File: src/rtl/mic_note_pkg.sv
// Shared constants for the microphone note detector and the piano tone generator:
// one-hot note codes, period bin boundaries and the reader FSM state encoding.
package mic_note_pkg;

  localparam logic [9:0] NOTE_C4 = 10'b00_0000_0001;
  localparam logic [9:0] NOTE_D4 = 10'b00_0000_0010;
  localparam logic [9:0] NOTE_E4 = 10'b00_0000_0100;
  localparam logic [9:0] NOTE_F4 = 10'b00_0000_1000;
  localparam logic [9:0] NOTE_G4 = 10'b00_0001_0000;
  localparam logic [9:0] NOTE_A4 = 10'b00_0010_0000;
  localparam logic [9:0] NOTE_B4 = 10'b00_0100_0000;
  localparam logic [9:0] NOTE_C5 = 10'b00_1000_0000;
  localparam logic [9:0] NOTE_D5 = 10'b01_0000_0000;
  localparam logic [9:0] NOTE_E5 = 10'b10_0000_0000;

  // Lowest averaged period (in samples) that still maps to each note.
  localparam logic [10:0] C4_MIN = 11'd173;
  localparam logic [10:0] D4_MIN = 11'd155;
  localparam logic [10:0] E4_MIN = 11'd141;
  localparam logic [10:0] F4_MIN = 11'd130;
  localparam logic [10:0] G4_MIN = 11'd116;
  localparam logic [10:0] A4_MIN = 11'd103;
  localparam logic [10:0] B4_MIN = 11'd94;
  localparam logic [10:0] C5_MIN = 11'd87;
  localparam logic [10:0] D5_MIN = 11'd77;

  localparam logic [10:0] MIN_PERIOD = 11'd66;
  localparam logic [10:0] MAX_PERIOD = 11'd195;

  localparam logic [1:0] ST_IDLE = 2'd0;
  localparam logic [1:0] ST_READ = 2'd1;
  localparam logic [1:0] ST_PROC = 2'd2;

  // Magnitude of a signed sample; -32768 saturates to 32767.
  function automatic logic [15:0] abs_sat(input logic [15:0] v);
    if (!v[15]) begin
      return v;
    end else if (v == 16'h8000) begin
      return 16'h7fff;
    end else begin
      return (~v) + 16'd1;
    end
  endfunction

endpackage

File: src/rtl/note_bin_lookup.sv
// Maps an averaged tone period (in samples) to the one-hot piano note it falls in.
// Purely combinational; periods outside every bin give 0.
module note_bin_lookup (
  input  logic [10:0] avg,
  output logic [9:0]  onehot
);
  import mic_note_pkg::*;

  always_comb begin
    onehot = 10'd0;
    if (avg < MIN_PERIOD || avg > MAX_PERIOD) begin
      onehot = 10'd0;
    end else if (avg >= C4_MIN) begin
      onehot = NOTE_C4;
    end else if (avg >= D4_MIN) begin
      onehot = NOTE_D4;
    end else if (avg >= E4_MIN) begin
      onehot = NOTE_E4;
    end else if (avg >= F4_MIN) begin
      onehot = NOTE_F4;
    end else if (avg >= G4_MIN) begin
      onehot = NOTE_G4;
    end else if (avg >= A4_MIN) begin
      onehot = NOTE_A4;
    end else if (avg >= B4_MIN) begin
      onehot = NOTE_B4;
    end else if (avg >= C5_MIN) begin
      onehot = NOTE_C5;
    end else if (avg >= D5_MIN) begin
      onehot = NOTE_D5;
    end else begin
      onehot = NOTE_E5;
    end
  end

endmodule

File: src/rtl/mic_note_detector.sv
// Detects the piano note on the left ADC channel from hysteresis zero-crossing periods.
// Define LEVEL_METER_EN to add the per-window peak level output.
module mic_note_detector #(
  parameter logic [15:0] THRESH     = 16'd512,
  parameter int unsigned AVG_LOG2   = 2,
  parameter int unsigned TIMEOUT    = 1024,
  parameter int unsigned MIN_PERIOD = 66,
  parameter int unsigned MAX_PERIOD = 195
) (
  input  logic        CLOCK_50,
  input  logic        resetn,
  input  logic        audio_in_available,
  input  logic [31:0] left_channel_audio_in,
  output logic        read_audio_in,
  output logic [9:0]  note_onehot,
  output logic        note_valid,
  output logic [10:0] period_avg,
  output logic [15:0] level
);
  import mic_note_pkg::*;

  localparam logic [10:0] MinP     = 11'(MIN_PERIOD);
  localparam logic [10:0] MaxP     = 11'(MAX_PERIOD);
  localparam logic [10:0] TimeoutC = 11'(TIMEOUT);
  localparam logic [AVG_LOG2-1:0] NperOne = AVG_LOG2'(1);

  logic [1:0]          state_q, state_d;
  logic [15:0]         s_q;
  logic                pol_q, pol_d;
  logic                armed_q, armed_d;
  logic [10:0]         count_q, count_d;
  logic [12:0]         sum_q, sum_d;
  logic [AVG_LOG2-1:0] nper_q, nper_d;
  logic [10:0]         period_q, period_d;
  logic [9:0]          note_q, note_d;

  logic signed [16:0] s_ext, thr_pos, thr_neg;
  logic        proc, above, below, rise, in_range, timeout;
  logic        evt_register, evt_drop, evt_timeout;
  logic [12:0] sum_acc;
  logic [10:0] avg;
  logic [9:0]  bin_onehot;
  logic        unused_lo;

  assign unused_lo = ^left_channel_audio_in[15:0];

  always_comb begin
    state_d = state_q;
    case (state_q)
      ST_IDLE: if (audio_in_available) state_d = ST_READ;
      ST_READ: state_d = ST_PROC;
      ST_PROC: state_d = ST_IDLE;
      default: state_d = ST_IDLE;
    endcase
  end

  assign read_audio_in = (state_q == ST_READ);
  assign proc          = (state_q == ST_PROC);

  assign s_ext   = {s_q[15], s_q};
  assign thr_pos = {1'b0, THRESH};
  assign thr_neg = -thr_pos;
  assign above   = s_ext > thr_pos;
  assign below   = s_ext < thr_neg;
  assign rise    = !pol_q && above;

  // count_q holds the samples elapsed since the last rise, i.e. the period on a rise.
  assign in_range = (count_q >= MinP) && (count_q <= MaxP);
  assign timeout  = !rise && (count_q >= TimeoutC);
  assign sum_acc  = sum_q + {2'b00, count_q};
  assign avg      = 11'(sum_acc >> AVG_LOG2);

  assign evt_register = proc && rise && armed_q && in_range && (&nper_q);
  assign evt_drop     = proc && rise && armed_q && !in_range;
  assign evt_timeout  = proc && timeout;

  note_bin_lookup u_bin (
    .avg    (avg),
    .onehot (bin_onehot)
  );

  always_comb begin
    pol_d    = pol_q;
    armed_d  = armed_q;
    count_d  = count_q;
    sum_d    = sum_q;
    nper_d   = nper_q;
    period_d = period_q;
    note_d   = note_q;
    if (proc) begin
      pol_d   = pol_q ? !below : above;
      count_d = rise ? 11'd1 : (count_q >= TimeoutC ? count_q : count_q + 11'd1);
      if (rise) begin
        if (!armed_q) begin
          armed_d = 1'b1;
        end else if (evt_register) begin
          period_d = avg;
          note_d   = bin_onehot;
          sum_d    = '0;
          nper_d   = '0;
        end else if (in_range) begin
          sum_d  = sum_acc;
          nper_d = nper_q + NperOne;
        end else begin
          sum_d  = '0;
          nper_d = '0;
        end
      end else if (timeout) begin
        note_d  = '0;
        armed_d = 1'b0;
        sum_d   = '0;
        nper_d  = '0;
      end
    end
  end

  always_ff @(posedge CLOCK_50 or negedge resetn) begin
    if (!resetn) begin
      state_q  <= ST_IDLE;
      s_q      <= '0;
      pol_q    <= 1'b0;
      armed_q  <= 1'b0;
      count_q  <= '0;
      sum_q    <= '0;
      nper_q   <= '0;
      period_q <= '0;
      note_q   <= '0;
    end else begin
      state_q  <= state_d;
      if (read_audio_in) s_q <= left_channel_audio_in[31:16];
      pol_q    <= pol_d;
      armed_q  <= armed_d;
      count_q  <= count_d;
      sum_q    <= sum_d;
      nper_q   <= nper_d;
      period_q <= period_d;
      note_q   <= note_d;
    end
  end

  assign note_onehot = note_q;
  assign note_valid  = |note_q;
  assign period_avg  = period_q;

`ifdef LEVEL_METER_EN
  logic [15:0] peak_q, peak_d, level_q, level_d, mag, peak_max;

  assign mag      = abs_sat(s_q);
  assign peak_max = (mag > peak_q) ? mag : peak_q;

  // The window restarts whenever the accumulated periods are published or discarded.
  always_comb begin
    peak_d  = peak_q;
    level_d = level_q;
    if (proc) peak_d = peak_max;
    if (evt_register) begin
      level_d = peak_max;
      peak_d  = '0;
    end
    if (evt_drop) peak_d = '0;
    if (evt_timeout) begin
      level_d = '0;
      peak_d  = '0;
    end
  end

  always_ff @(posedge CLOCK_50 or negedge resetn) begin
    if (!resetn) begin
      peak_q  <= '0;
      level_q <= '0;
    end else begin
      peak_q  <= peak_d;
      level_q <= level_d;
    end
  end

  assign level = level_q;
`else
  assign level = 16'd0;
`endif

endmodule

File: config.mk
export PLATFORM = sky130hd
export DESIGN_NAME = mic_note_detector
export DESIGN_NICKNAME = d
export VERILOG_FILES = /design/src/rtl/mic_note_pkg.sv /design/src/rtl/note_bin_lookup.sv /design/src/rtl/mic_note_detector.sv
export SDC_FILE = /design/constraint.sdc
export NUM_CORES = 1
export LEC_CHECK = 0
export ABC_AREA = 1
export ABC_CLOCK_PERIOD_IN_PS = 2500
export CAP_MARGIN = 20
export CORE_MARGIN = 5
export CORE_UTILIZATION = 49
export CTS_CLUSTER_DIAMETER = 40
export DETAILED_ROUTE_END_ITERATION = 7
export GPL_ROUTABILITY_DRIVEN = 1
export PLACE_DENSITY = 0.88
export SKIP_CTS_REPAIR_TIMING = 1
export SLEW_MARGIN = 30
export SYNTH_ARGS = -nofsm -noshare
export SYNTH_HDL_FRONTEND = slang
export SYNTH_SLANG_ARGS = --single-unit
File: constraint.sdc
create_clock -name CLOCK_50 -period 2.5 [get_ports CLOCK_50]
set_clock_uncertainty 0.15 [all_clocks]
set_input_delay 0.5 -clock CLOCK_50 [delete_from_list [all_inputs] [get_ports CLOCK_50]]
set_output_delay 0.5 -clock CLOCK_50 [all_outputs]
set_load 0.005 [all_outputs]
==> metrics.txt, run 1 <==
relative slew slack=60.43%; routability congestion estimate=0.9022; DR vias/cell=5.305; number of cells on the worst reg-to-reg path=15; number of global-route vias before repair=4014; root buffer cell=clkbuf_8; minimum clock period after layout=2.535 ns; total congestion overflow after global routing=0; Filler cells=697; most frequent cells after synthesis=212 x nand2_1, 67 x dfrtp_1, 57 x inv_1; iteration-0 DRC count of the detailed router=251; data arrival time at the worst-slack endpoint=2.68 ns; Async SR Flop Fraction=100.0%; post-synth cell types=43; share of the cycle needed by the critical path after routing=101.4%; length of the first detailed-routing pass in iterations=5; required time of the critical path=2.65 ns; area of the mapped netlist=4398 sq um; Worst Max-Slew Pin Slew=0.5936 ns; Worst-path clk slew=0.08 ns; largest net degree at the start of global routing=30; P&R area growth vs syn=25.38%; post-DR wirelength/cell=14.40 um; Hold Violations, Final=3; Final Max Slew Viols=0; cell seen most often among critical-path stages=nand2_1; synthesis-stage register bit count=67; critical path, cell by cell=ha_2 -> fa_2 -> nand3_4 -> nand3_4 -> nand2_2 -> nand2_1 -> nand2_2 -> nand2_4 -> nand2_2 -> nand2_1 -> nand2_1 -> nand4_1 -> nor2_1 -> nand2_1 -> nand2_1; floorplan row count=34; area of the die=10970 sq um; H-tree levels=3; TritonCTS Buffers=9; RSZ-0062 raised after global routing=yes; worst setup margin=-0.03503 ns; CP startpoint kind=flop; number of violations of the max-capacitance limit=0; number of nets at the end of the flow=728; DRT antenna net count=0; number of synthesis warnings=0; Static Leak=2.763 nW; number of enable flip-flop cells after synthesis=0; effective utilization at floorplan=50.43%; Die Span Y=104.7 um; Top-Level Pins=74; Min-Delay Path Class=in -> async; total power density per cell area=531.5 nW/um^2; Final Hold Slack=-0.01189 ns; number of buffers added on ports=41; top flip-flop cell by instance count after synthesis=dfrtp_1; DRC errors left=0; initial antenna violation count=0; post-synthesis instance total=601; number of clock sinks=67; run status=finished, violations left; Setup-failing EPs final=1; delay of the slowest cell on the worst path=0.45 ns; highest attainable clock frequency=394.5 MHz; Die W=104.7 um; area fraction of the dominant cell type after synthesis=38.12%; category of the critical setup timing path=reg -> reg; most area-hungry cell type in the Yosys netlist=dfrtp_1; violated checks=hold timing, setup timing; launching element of the worst setup path=sum_q[0]; portion of the post-synthesis area used by sequential elements=38.12%; fraction of final layout cells with drive strength greater than 1=22.25%; core area=8721 sq um; worst setup timing slack at the placement stage=-0.1301 ns; wire length of the first global-routing pass=18180 um; capturing element type of the critical path=flop; HPWL after DPL=8191 um; vias after detailed routing=4196; Mean Syn Cell Area=7.318 sq um; Synth area leaders=dfrtp_1 38%, nand2_1 18%, inv_1 4.9%, nor2_1 4.2%, nand3_1 4.1%; clk_lat worst skew=0.35 ns; total wire length=11390 um; Inserted Diodes=0; largest voltage drop on the vdd net=0.4269 mV; global-route usage over all layers=19.87%; crit path max fanout=6; leading cell type by number of instances after synthesis=nand2_1; maximum buffer depth of the clock tree=2; slowest stage cell on the critical path=fa_2; start of the worst register-to-register path=sum_q[0]; TritonCTS clock tree=done
==> registers in the layout (all words and copies together), names as in the netlist <==
name	count
armed_q	1
nper_q	2
sum_q	13
period_avg	11
count_q	11
s_q	16
state_q	2
pol_q	1
note_onehot	10
==> routing by layer <==
metal / part of all wire [%] / vias to the layer above / wire length (um) / global-route usage [%]
met3: 6.6 / 33 / 753 / 3.576
met5: 0 / - / 0 / 0
met2: 51 / 183 / 5831 / 35.16
met1: 39 / 1930 / 4457 / 24.06
met4: 3.1 / 0 / 349 / 7.215
li1: - / 2050 / - / -
==> placed cells by master, fill, tap and decap left out, drive strengths merged, types with 14 or more instances in the layout <==
cell type	n
nand3	38
buf	34
nand4	18
nand2	236
inv	62
ha	14
o21ai	47
nor2	57
clkdlybuf4s50	40
conb	16
dfrtp	67
==> area by class of cell <==
type                            instances  area [sq um]  area share, %
Inverter                               62         232.7          4.221
Clock inverter                          5         36.28         0.6580
Clock buffer                           11         151.4          2.746
Tap cell                              108         135.1          2.451
Multi-Input combinational cell        464          2604          47.22
Timing Repair Buffer                   74         678.2          12.30
Sequential cell                        67          1677          30.41
==> stage by stage <==
step / instance area, sq um / TNS [ns] / total power [mW] / utilization [%] / std cells
after global routing: 5514 / -0.7654 / 3.120 / 63.23 / 791
after global placement: 4997 / -0.01759 / 1.969 / 57.30 / 763
final: 5514 / -0.03503 / 2.931 / 63.23 / 791
after floorplan: 4454 / 0 / 1.766 / - / 616
after CTS: 5185 / -0.7208 / 2.875 / 59.45 / 779
after detailed placement: 4997 / -0.5301 / 2.009 / 57.30 / 763
==> worst paths after layout <==
check	slack, ns	to
setup / recovery	-0.04	note_onehot[9]
hold reg to reg	0.33	s_q[5]
max in group asynchronous	1.57	nper_q[0]
hold / removal	-0.01	sum_q[9]
min in group CLOCK_50	0.33	s_q[5]
setup reg to reg	-0.04	note_onehot[9]
==> worst max-delay path, delay by kind of cell (launching register included) <==
kind,cells,cell delay [ns]
adder cells (fa/ha/maj),2,0.66
AND/OR/NAND/NOR,13,1.29
flip-flops,1,0.39
==> cell families (layout without fill, tap and decap cells) <==
family | after synthesis | count (layout) | share of synthesized area [%]
other cells | 1 | 16 | 0.08527
flops | 67 | 67 | 38.12
fa+ha+maj | 15 | 15 | 4.438
xor+xnor | 3 | 3 | 0.5975
compound gates | 69 | 69 | 9.759
buf+inv | 85 | 152 | 9.104
simple gates | 361 | 361 | 37.89
==> report_power, final <==
part / internal, mW / switching [mW]
Sequential: 1.21 / 0.110
Clock: 0.418 / 0.444
Combinational: 0.280 / 0.468
No activity file was read; power rests on OpenSTA's default activity.
==> run 2: changes to the inputs <==
- HOLD_SLACK_MARGIN: not set -> 0.08
- SLEW_MARGIN: 30 -> 5
==> run 2 against run 1 <==
The run ends with setup timing left. Maximum frequency barely moved. Sequential power about the same. Count of clock-buffer cells in the layout is the same. Global-route usage unchanged. Non-clock buffer count rose by 1. Via count is 0.62% higher. Cell area is 0.18% higher. Sequential share of layout area is 0.055 points lower. Register-to-register slack about the same. Combinational power hardly changed. First-iteration DRC count increased by 7.2%. Critical path type unchanged.
==> metrics.txt, run 2 (synthesis gave the netlist of run 1 again) <==
Setup-failing EPs final=1; highest attainable clock frequency=394.8 MHz; DRT antenna net count=0; Top-Level Pins=74; worst setup timing slack at the placement stage=-0.1301 ns; effective utilization at floorplan=50.43%; vias after detailed routing=4222; most common cell after layout, fill and taps aside=nand2_1; part of the total power dissipated in the clock network=29.4%; maximum buffer depth of the clock tree=2; number of global-route vias before repair=4014; run status=finished, violations left; post-DR wirelength/cell=14.40 um; Total Negative Setup Slacks=-0.03324 ns; category of the critical setup timing path=reg -> reg; total wire length=11410 um; fraction of final layout cells with drive strength greater than 1=22.22%; HPWL after DPL=8191 um; Final Max Slew Viols=0; required time of the critical path=2.65 ns; Regs by FF count=s_q (16), sum_q (13); clk_lat worst skew=0.36 ns; fraction of power consumed by combinational cells=25.6%; Switch Pwr=1.024 mW; number of clock sinks=67; number of nets at the end of the flow=729; critical path, cell by cell=ha_2 -> fa_2 -> nand3_4 -> nand3_4 -> nand2_2 -> nand2_1 -> nand2_2 -> nand2_4 -> nand2_2 -> nand2_1 -> nand2_1 -> nand4_1 -> nor2_1 -> nand2_1 -> nand2_1; largest register by flop count=s_q; RSZ-0062 raised after global routing=yes; data arrival time at the worst-slack endpoint=2.68 ns; TritonCTS Buffers=9; delay of the slowest cell on the worst path=0.45 ns; H-tree levels=3; Inserted Diodes=0; Worst Max-Slew Pin Slew=0.5952 ns; minimum clock period after layout=2.533 ns; Filler cells=696; Hold Violations, Final=0; largest voltage drop on the vdd net=0.4267 mV; initial antenna violation count=0; crit path max fanout=6; cell class contributing the biggest share of worst-path delay=simple AND/OR/NAND/NOR gates; Die W=104.7 um; core area=8721 sq um; P&R area growth vs syn=25.60%; TritonCTS clock tree=done; Worst-path clk slew=0.08 ns; worst setup margin=-0.03324 ns; length of the first detailed-routing pass in iterations=8; worst path buffer plus inverter count=0; Min-Delay Path Class=reg -> reg; capturing element type of the critical path=flop; DRC errors left=0; largest net degree at the start of global routing=30; routability congestion estimate=0.9022; CP startpoint kind=flop; total congestion overflow after global routing=0; design internal power=1.910 mW; most frequent cells in the layout=200 x nand2_1, 67 x dfrtp_1, 54 x inv_1, 40 x clkdlybuf4s50_1, 39 x nor2_1; cell seen most often among critical-path stages=nand2_1; area of the die=10970 sq um; total power density per cell area=531.1 nW/um^2; register share of total power=45.0%; root buffer cell=clkbuf_8; DR vias/cell=5.331; number of buffers added on ports=41; iteration-0 DRC count of the detailed router=269; violated checks=setup timing; relative slew slack=60.32%; floorplan row count=34; slowest stage cell on the critical path=fa_2; global-route usage over all layers=19.87%; net switching share of the total power=34.90%; Static Leak=2.767 nW; wire length of the first global-routing pass=18180 um; number of violations of the max-capacitance limit=0; flip-flop count of the largest register after layout=16; share of the cycle needed by the critical path after routing=101.3%; Die Span Y=104.7 um
==> run 2: per-stage QoR <==
step / instances / area, sq um / hold slack [ns] / util, % / total power [mW]
floorplan: 616 / 4454 / 0.05441 / - / 1.766
global placement: 763 / 4997 / 0.3051 / 57.30 / 1.969
detailed placement: 763 / 4997 / 0.3095 / 57.30 / 2.009
CTS: 779 / 5185 / 0.006916 / 59.45 / 2.875
global route: 792 / 5524 / 0.3609 / 63.34 / 3.121
finish: 792 / 5524 / 0.3245 / 63.34 / 2.934
==> run 2: final cells by class <==
| class | count | area [sq um] | area share [%] |
|---|---|---|---|
| Clock buffer | 11 | 151.4 | 2.741 |
| Clock inverter | 5 | 36.28 | 0.6569 |
| Inverter | 62 | 232.7 | 4.213 |
| Multi-Input combinational cell | 464 | 2604 | 47.13 |
| Sequential cell | 67 | 1677 | 30.35 |
| Tap cell | 108 | 135.1 | 2.446 |
| Timing Repair Buffer | 75 | 688.2 | 12.46 |
==> run 2: final timing paths <==
kind                            cells past startpoint        endpoint     start  slack [ns]
worst min register to register                      2          s_q[5]    s_q[5]        0.32
worst min-delay path                                2          s_q[5]    s_q[5]        0.32
worst max-delay path                               15  note_onehot[9]  sum_q[0]       -0.03
min in group asynchronous                           2        sum_q[9]    resetn        0.53
max in group asynchronous                           3       nper_q[0]    resetn        1.03
worst max register to register                     15  note_onehot[9]  sum_q[0]       -0.03
==> run 2: power by group through the flow <==
| stage | Combinational (mW) | Sequential (mW) | Clock, mW |
|---|---|---|---|
| after detailed placement | 0.677 | 1.33 | 0 |
| after global placement | 0.647 | 1.32 | 0 |
| final | 0.751 | 1.32 | 0.862 |
| after global routing | 0.847 | 1.34 | 0.933 |
| after CTS | 0.684 | 1.31 | 0.881 |
| after floorplan | 0.452 | 1.31 | 0 |
==> run 2: worst register-to-register path, delay by kind of cell, from the launching register on <==
family | cells | cell delay [ns]
DFF | 1 | 0.39
adders and majority gates | 2 | 0.66
and+or+nand+nor | 13 | 1.29
==> run 2: per-layer routing <==
| layer | up-vias | global-route usage, % | routed length (um) |
|---|---|---|---|
| met2 | 164 | 35.16 | 5843 |
| li1 | 2055 | - | - |
| met1 | 1970 | 24.06 | 4492 |
| met5 | - | 0 | 0 |
| met4 | 0 | 7.215 | 352 |
| met3 | 33 | 3.576 | 719 |
==> run 3: changes to the inputs <==
- CORE_MARGIN: 5 -> not set
- PLACE_DENSITY: 0.88 -> not set
- PLACE_DENSITY_LB_ADDON: not set -> 0.05
==> run 3 against run 2 <==
The flow now finishes without violations. Count of clock-buffer cells in the layout shrank 2. Global-route usage grew 3.3 points. Cell count is 0.13% lower. Clock power up 10%. Critical endpoint unchanged. Largest cell class unchanged. Highest routed layer unchanged.
==> metrics.txt, run 3 (synthesis gave the netlist of run 1 again) <==
start of the worst register-to-register path=count_q[0]; P&R area growth vs syn=25.06%; fraction of final layout cells with drive strength greater than 1=20.79%; Hold Path Sink=s_q[6]; crit path max fanout=3; number of stages on the worst hold path=2; share of the cycle needed by the critical path after routing=99.32%; minimum clock period after layout=2.483 ns; Final Hold Slack=0.3274 ns; vias after detailed routing=4064; worst setup timing slack at the placement stage=-0.06667 ns; RSZ-0062 raised after global routing=yes; number of global-route vias before repair=3817; number of clock sinks=67; largest voltage drop on the vdd net=0.3307 mV; TritonCTS Buffers=9; iteration-0 DRC count of the detailed router=205; area of the die=9359 sq um; DR vias/cell=5.138; category of the critical setup timing path=reg -> reg; Total Negative Setup Slacks=0 ns; Min-Delay Path Class=reg -> reg; design area=5500 sq um; launching element of the worst setup path=count_q[0]; DRC errors left=0; TritonCTS clock tree=done; Final Max Slew Viols=0; number of cells on the worst reg-to-reg path=13; largest register by flop count=s_q; worst reg2reg path endpoint=note_onehot[9]; clk_lat worst skew=0.35 ns; register-to-register setup slack=0.02 ns; flip-flop count of the largest register after layout=16; floorplan row count=34; total congestion overflow after global routing=0; initial antenna violation count=0; most common cell after layout, fill and taps aside=nand2_1; core area=8721 sq um; effective utilization at floorplan=50.43%; run status=finished clean; power after layout=3.022 mW; largest net degree at the start of global routing=68; post-layout utilization of the core=63.07%; startpoint of the tightest hold check path=s_q[6]; most frequent cells in the layout=198 x nand2_1, 67 x dfrtp_1, 56 x inv_1, 47 x nor2_1, 40 x clkdlybuf4s50_1; highest attainable clock frequency=402.7 MHz; Setup-failing EPs final=0; Die Span Y=96.74 um; wire length of the first global-routing pass=17570 um; total cell area at the placement stage=5035 sq um; capturing element type of the critical path=flop; post-DR wirelength/cell=13.19 um; Inserted Diodes=0; Die W=96.74 um; Top-Level Pins=74; number of violations of the max-capacitance limit=0; Static Leak=2.777 nW; Regs by FF count=s_q (16), sum_q (13); total power density per cell area=549.4 nW/um^2; CP startpoint kind=flop; required time of the critical path=2.60 ns; length of the first detailed-routing pass in iterations=5; Cell Count, Final, Fillers Out=791; root buffer cell=clkbuf_8; H-tree levels=3; Hold Violations, Final=0; number of instances in the placed design=768; number of nets at the end of the flow=728; DRT antenna net count=0; data arrival time at the worst-slack endpoint=2.59 ns; routability congestion estimate=0.8795; global-route usage over all layers=23.20%; worst setup margin=0.01693 ns; maximum buffer depth of the clock tree=2; number of buffers added on ports=41; total wire length=10440 um; HPWL after DPL=7641 um; Worst-path clk slew=0.08 ns
==> run 3: changes by cell type in the layout (fill, tap and decap cells not counted), sizes merged <==
cell and change:
clkbuf -2, clkinvlp +1, bufinv +1, inv +1, clkinv -1, buf -1
==> run 3: per-layer routing <==
layer	wire, um	GRT usage, %	vias to the layer above
li1	-	-	2057
met1	4611	29.54	1874
met2	5033	38.79	108
met3	426	2.890	25
met4	366	11.71	0
met5	0	0	-
==> run 3: power by group <==
part	internal, mW	leakage [nW]	switching [mW]
Combinational	0.301	1.78	0.455
Sequential	1.21	0.897	0.107
Clock	0.469	0.102	0.479
==> run 3: worst max-delay path by stage <==
stage          slack [ns]  cells after the start             end
2_1_floorplan        0.11                     14  note_onehot[1]
3_3_place_gp        -0.02                     14  note_onehot[2]
3_5_place_dp        -0.07                     14  note_onehot[2]
4_1_cts             -0.09                     14  note_onehot[2]
5_1_grt             -0.16                     13  note_onehot[9]
6_report             0.02                     13  note_onehot[9]
==> run 3: critical path, stage by stage (launching register included) <==
cell,delay (ns)
dfrtp_1,0.41
ha_2,0.22
fa_2,0.44
xor2_1,0.22
inv_1,0.14
buf_4,0.17
nor2_1,0.14
nand2_1,0.07
nor2_1,0.12
nor2_1,0.07
nand4_1,0.08
nor2_1,0.05
nand2_1,0.05
nand2_1,0.05
==> run 3: final cells by class <==
| class | count | area, sq um |
|---|---|---|
| clock inverters | 7 | 76.32 |
| fillers | 801 | 3221 |
| flip-flops and latches | 67 | 1677 |
| clock buffers | 9 | 123.9 |
| well taps | 108 | 135.1 |
| inverters | 62 | 232.7 |
| repair buffers | 74 | 680.7 |
| multi-input cells | 464 | 2575 |
